===== config.mk =====
export PLATFORM = sky130hd
export DESIGN_NAME = pc_unit
export DESIGN_NICKNAME = d
export VERILOG_FILES = /design/src/rtl/pc_unit.sv
export SDC_FILE = /design/constraint.sdc
export NUM_CORES = 1
export LEC_CHECK = 0
export CAP_MARGIN = 0
export CELL_PAD_IN_SITES_DETAIL_PLACEMENT = 1
export CELL_PAD_IN_SITES_GLOBAL_PLACEMENT = 1
export CORE_MARGIN = 1.5
export CORE_UTILIZATION = 37
export DETAILED_ROUTE_END_ITERATION = 16
export GPL_ROUTABILITY_DRIVEN = 0
export PLACE_DENSITY_LB_ADDON = 0.12
export SYNTH_ARGS = -nofsm -noshare
export SYNTH_HDL_FRONTEND = slang
export SYNTH_SLANG_ARGS = --single-unit

===== constraint.sdc =====
create_clock -name clk -period 7.6 [get_ports clk]
set_input_delay 0.76 -clock clk [delete_from_list [all_inputs] [get_ports clk]]
set_output_delay 0.76 -clock clk [all_outputs]
set_load 0.02 [all_outputs]

===== src/rtl/pc_unit.sv =====
// pc_unit: program-counter stage for the MIPS pipeline.
// Holds the fetch PC, produces PC+STEP and picks the next PC from the
// sequential, branch, jump and jump-register sources (jr > jump > branch).
// A redirect that arrives while stalled is parked and replayed on stall release.
// Optional build macro PC_ALIGN_CHECK_EN: misaligned targets are replaced by
// EXC_VECTOR and flagged on align_err.
module pc_unit #(
  parameter int                WIDTH      = 32,
  parameter logic [WIDTH-1:0]  RESET_PC   = 32'h0000_0000,
  parameter int                STEP       = 4,
  parameter int                OFFSET_W   = 16,
  parameter logic [WIDTH-1:0]  EXC_VECTOR = 32'h0000_0080
) (
  input  logic                clk,
  input  logic                reset,
  input  logic                stall,
  input  logic                branch_taken,
  input  logic [WIDTH-1:0]    branch_base,
  input  logic [OFFSET_W-1:0] branch_offset,
  input  logic                jump,
  input  logic [25:0]         jump_index,
  input  logic                jr,
  input  logic [WIDTH-1:0]    jr_target,
  output logic [WIDTH-1:0]    pc,
  output logic [WIDTH-1:0]    pc_plus,
  output logic                redirected,
  output logic                redirect_pending,
  output logic                align_err
);

  // Parameter sanity: address must hold the 28-bit jump region, the shifted
  // offset must fit, and the trap vector itself must be word aligned.
  if (WIDTH < 32 || OFFSET_W + 2 > WIDTH || EXC_VECTOR[1:0] != 2'b00) begin : g_bad_param
    $error("pc_unit: illegal parameter combination");
  end

  typedef enum logic {RUN, HELD} state_t;

  state_t           state_q, state_d;
  logic [WIDTH-1:0] pc_q, pc_d;
  logic [WIDTH-1:0] pend_q, pend_d;
  logic             redir_q, redir_d;
  logic             req;
  logic [WIDTH-1:0] br_tgt, j_tgt, sel_tgt, ld_tgt, ld_fix;
  logic             load, misaligned;

  localparam logic [WIDTH-1:0] STEP_W = WIDTH'(STEP);

  assign pc_plus = pc_q + STEP_W;
  assign br_tgt  = branch_base + {{(WIDTH-OFFSET_W-2){branch_offset[OFFSET_W-1]}},
                                  branch_offset, 2'b00};
  assign j_tgt   = {branch_base[WIDTH-1:28], jump_index, 2'b00};
  assign req     = jr | jump | branch_taken;

  // Request priority: jr over jump over branch.
  always_comb begin
    sel_tgt = br_tgt;
    if (jr)        sel_tgt = jr_target;
    else if (jump) sel_tgt = j_tgt;
  end

  // Next-state: direct redirect, replay of the parked one, or sequential step.
  always_comb begin
    state_d = state_q;
    pend_d  = pend_q;
    pc_d    = pc_q;
    load    = 1'b0;
    ld_tgt  = pend_q;
    if (!stall) begin
      state_d = RUN;
      if (req) begin
        load   = 1'b1;
        ld_tgt = sel_tgt;
      end else if (state_q == HELD) begin
        load   = 1'b1;
        ld_tgt = pend_q;
      end else begin
        pc_d = pc_plus;
      end
    end else if (req) begin
      // Newest request wins over an older parked one.
      pend_d  = sel_tgt;
      state_d = HELD;
    end
    if (load) pc_d = ld_fix;
    redir_d = load;
  end

`ifdef PC_ALIGN_CHECK_EN
  logic align_q;
  assign misaligned = (ld_tgt[1:0] != 2'b00);
  assign ld_fix     = misaligned ? EXC_VECTOR : ld_tgt;
  assign align_err  = align_q;

  // Trap flag rides alongside redirected.
  always_ff @(posedge clk) begin
    if (reset) align_q <= 1'b0;
    else       align_q <= load & misaligned;
  end
`else
  assign misaligned = 1'b0;
  assign ld_fix     = ld_tgt;
  assign align_err  = misaligned;
`endif

  // State, PC, parked target and redirect pulse registers.
  always_ff @(posedge clk) begin
    if (reset) begin
      state_q <= RUN;
      pc_q    <= RESET_PC;
      pend_q  <= '0;
      redir_q <= 1'b0;
    end else begin
      state_q <= state_d;
      pc_q    <= pc_d;
      pend_q  <= pend_d;
      redir_q <= redir_d;
    end
  end

  assign pc               = pc_q;
  assign redirected       = redir_q;
  assign redirect_pending = (state_q == HELD);

endmodule


==> metrics.txt <==
status finished clean; Clock Sinks 66; FF-to-FF Start pc[2]; crit-path leading delay family simple AND/OR/NAND/NOR gates; initial antenna violation count 3; Power Dens Cells 163 nW/um^2; postcts setup bufs 0; clock-pin slew on the worst setup and hold paths 0.06 ns; crit start category flop; Area growth, synth to finish 35.7%; critical path arrival 3.40 ns; r2r setup slk 4.75 ns; VDD IR-drop max 76.6 uV; FMAX approximately 0.24 GHz; vias 6802; initial core utilization 38.2%; nets 1072; Root Buffer Master clkbuf_16; worst path cell trace ha_1, nand3_1, nor3_1, and3_1, nor2b_1, and4_1, xor2_1, clkdlybuf4s50_1; CP bufs+invs 1; final HPWL from detailed placement 17800 um; Hold Crit Class reg2reg; highest cell delay on the worst timing path around 0.64 ns; Die Ht ~130 um; hold_sp pend_q[19]; CTS tree yes; Synthesized Nets 927; Post-synth top flop dfxtp_1; cell taking the most area after synthesis dfxtp_1; pre-CTS setup slack 3.23 ns; Seq/Total Area, Yosys 22.5%; vias in the first global route 6870; EDFF count, synth 0; top cells by count, synth 85 x nand2_1, 74 x nor2_1, 72 x a21oi_1; worst setup path class reg2out; Gate power share a little under two fifths; setup violators final 0; Port Buffers ~180; Slew Limit Fails 0; DRC Markers 0; fin crit period 4.16 ns; NetSw 451 uW; clock skew 0.00647 ns; vias per inst ~6; Min-Delay Path Depth 2; Die W 129 um; critical path fanouts, max 6; TritonCTS buffer count 9; synthesized area around 5900 um^2; H-tree levels 3; slew at the pin with the worst max-slew slack 1.06 ns; # hold bufs at CTS 0; Rows 45; largest net degree at the start of global routing 58; share of cells above drive strength 1 6.22%; Clock power frac 31.7%; worst min-delay path endpoint pend_q[19]; Yosys reg bits 66; largest cells by area after synthesis dfxtp_1 22%, ha_1 6.4%, a21oi_1 6.1%, xnor2_1 5.5%, nand2_1 5.4%; Fillers ~1900; reg-to-reg endpoint pc[30]; First DRT Iteration DRCs 557; FF-to-FF path depth 9; setup TNS 0 ns; Core Region 15400 um^2; WL/cell 20.5 um; Post-synth ARST share 0%; sequential power share 31.3%; post-synth top area share 22.5%; slew margin rel. 29.0%; top-count cell post-synth nand2_1; worst-skew pair later-pin latency 0.34 ns; # Max-Cap Violations 0; worst setup margin 3.44 ns; CP max stage cell clkdlybuf4s50_1; Syn Inst Count 784; sw frac 34.8%; Final Hold Vio Count 0; worst-case clock buffer depth 2; Avg Cell Area, Syn ~7.5 um^2; first-pass GRT wire length 36700 um; grt ovf 0; Tcrit/Tclk final 54.7%; IO Pins between 150 and 200; Die ar. 16600 um^2; drt first pass iters 5; YS warnings 0; routed wire length 23500 um; Int Power between 800 and 900 uW; post-cts resize count 0; antenna viol nets, final 0; RSZ-0062 raised after global routing false; Critical Path Sink Type primary output; leakage 3.04 nW; Unique masters post-synth 83; GRT Util Overall 28.0%; Crit path required time between 6 and 7 ns
[tightest hold or removal path, stage by stage, from the launching register on]
cell     delay (ns)
dfxtp_1        0.31
nand2_1        0.05
a21oi_1        0.05
[power by group through the flow]
stage	sequential, mW	combinational [mW]	clock [mW]
finish	0.405	0.479	0.411
floorplan	0.420	0.267	0
detailed placement	0.411	0.473	0
global placement	0.409	0.461	0
global route	0.409	0.515	0.428
CTS	0.405	0.476	0.410
[per-stage QoR]
step	utilization [%]	cell area [um^2]	hold slack, ns	total power, mW	instances
6_report	51.9	7970	0.461	1.30	1146
5_1_grt	51.9	7970	0.483	1.35	1146
4_1_cts	51.8	7970	0.459	1.29	1144
3_5_place_dp	49.9	7680	0.446	0.884	1129
3_3_place_gp	49.9	7680	0.428	0.869	1129
2_1_floorplan	-	5870	0.420	0.687	784
[per-layer routing]
layer	track usage (%)	part of all wire, %	vias up	routed length, um
met5	0	0	-	0
met2	48.2	48	241	11200
met3	3.53	5.8	36	1360
met1	36.9	45	3320	10500
li1	-	-	3205	-
met4	7.27	2.0	0	467
[logic make-up after synthesis]
kind of cell               count (synthesis)  share of synthesized area [%]
AOI/OAI and AO/OA                        275                           32.7
xor gates and xnor gates                  51                           7.60
adders and majority gates                 31                           6.73
buffers and inverters                     77                           6.52
DFF                                       66                           22.5
muxes                                      9                           1.64
other                                      1                         0.0638
and+or+nand+nor                          274                           22.2
[worst max-delay path by stage]
stage                      startpoint          end  slack [ns]  cells past startpoint
floorplan              branch_base[2]       pc[24]        4.58                     11
global placement    branch_offset[15]   pend_q[31]        3.43                     10
detailed placement  branch_offset[15]   pend_q[31]        3.23                     10
CTS                             pc[2]  pc_plus[26]        3.45                      8
global route                    pc[2]  pc_plus[16]        3.23                      8
finish                          pc[2]  pc_plus[26]        3.44                      8
[cell usage in the layout, fill, tap and decap left out, types with 4 or more instances in the layout]
| cell type | n |
|---|---|
| clkbuf_16 | 9 |
| nor2b_1 | 5 |
| ha_1 | 30 |
| o21ai_0 | 37 |
| clkbuf_8 | 4 |
| nor3b_1 | 5 |
| a22oi_1 | 6 |
| xnor2_1 | 37 |
| a31oi_1 | 10 |
| a21o_1 | 16 |
| o211ai_1 | 11 |
| a211oi_1 | 16 |
| and3_1 | 9 |
| nand4_1 | 9 |
| dfxtp_1 | 66 |
| nand3_1 | 31 |
| o221ai_1 | 5 |
| or3_1 | 4 |
| o31ai_1 | 5 |
| o21a_1 | 10 |
| o32ai_1 | 4 |
| mux2_2 | 5 |
| xor2_1 | 14 |
| nor2_1 | 74 |
| and4_1 | 5 |
| a221o_1 | 5 |
| o22ai_1 | 9 |
| buf_4 | 7 |
| o41ai_1 | 4 |
| nor3_1 | 14 |
| o21ai_1 | 4 |
| inv_1 | 25 |
| clkdlybuf4s50_1 | 175 |
| nand2b_1 | 9 |
| a21oi_1 | 72 |
| nand2_1 | 85 |
| mux2i_1 | 4 |
| a221oi_1 | 9 |
| a311oi_1 | 8 |
[area by class of cell]
cell class | count | area (um^2) | share of cell area (%)
Inverter | 27 | 101 | 1.27
Tap cell | 211 | 264 | 3.31
Timing Repair Buffer | 184 | 1810 | 22.8
Antenna cell | 2 | 5.00 | 0.0628
Multi-Input combinational cell | 641 | 4180 | 52.4
Clock inverter | 2 | 10.0 | 0.126
Clock buffer | 13 | 280 | 3.52
Sequential cell | 66 | 1320 | 16.6
[state kept, by name (all words and copies together), names as in the netlist]
register          cells
pc                   32
pend_q               32
redirect_pending      1
redirected            1
No activity file was read; power rests on OpenSTA's default activity.
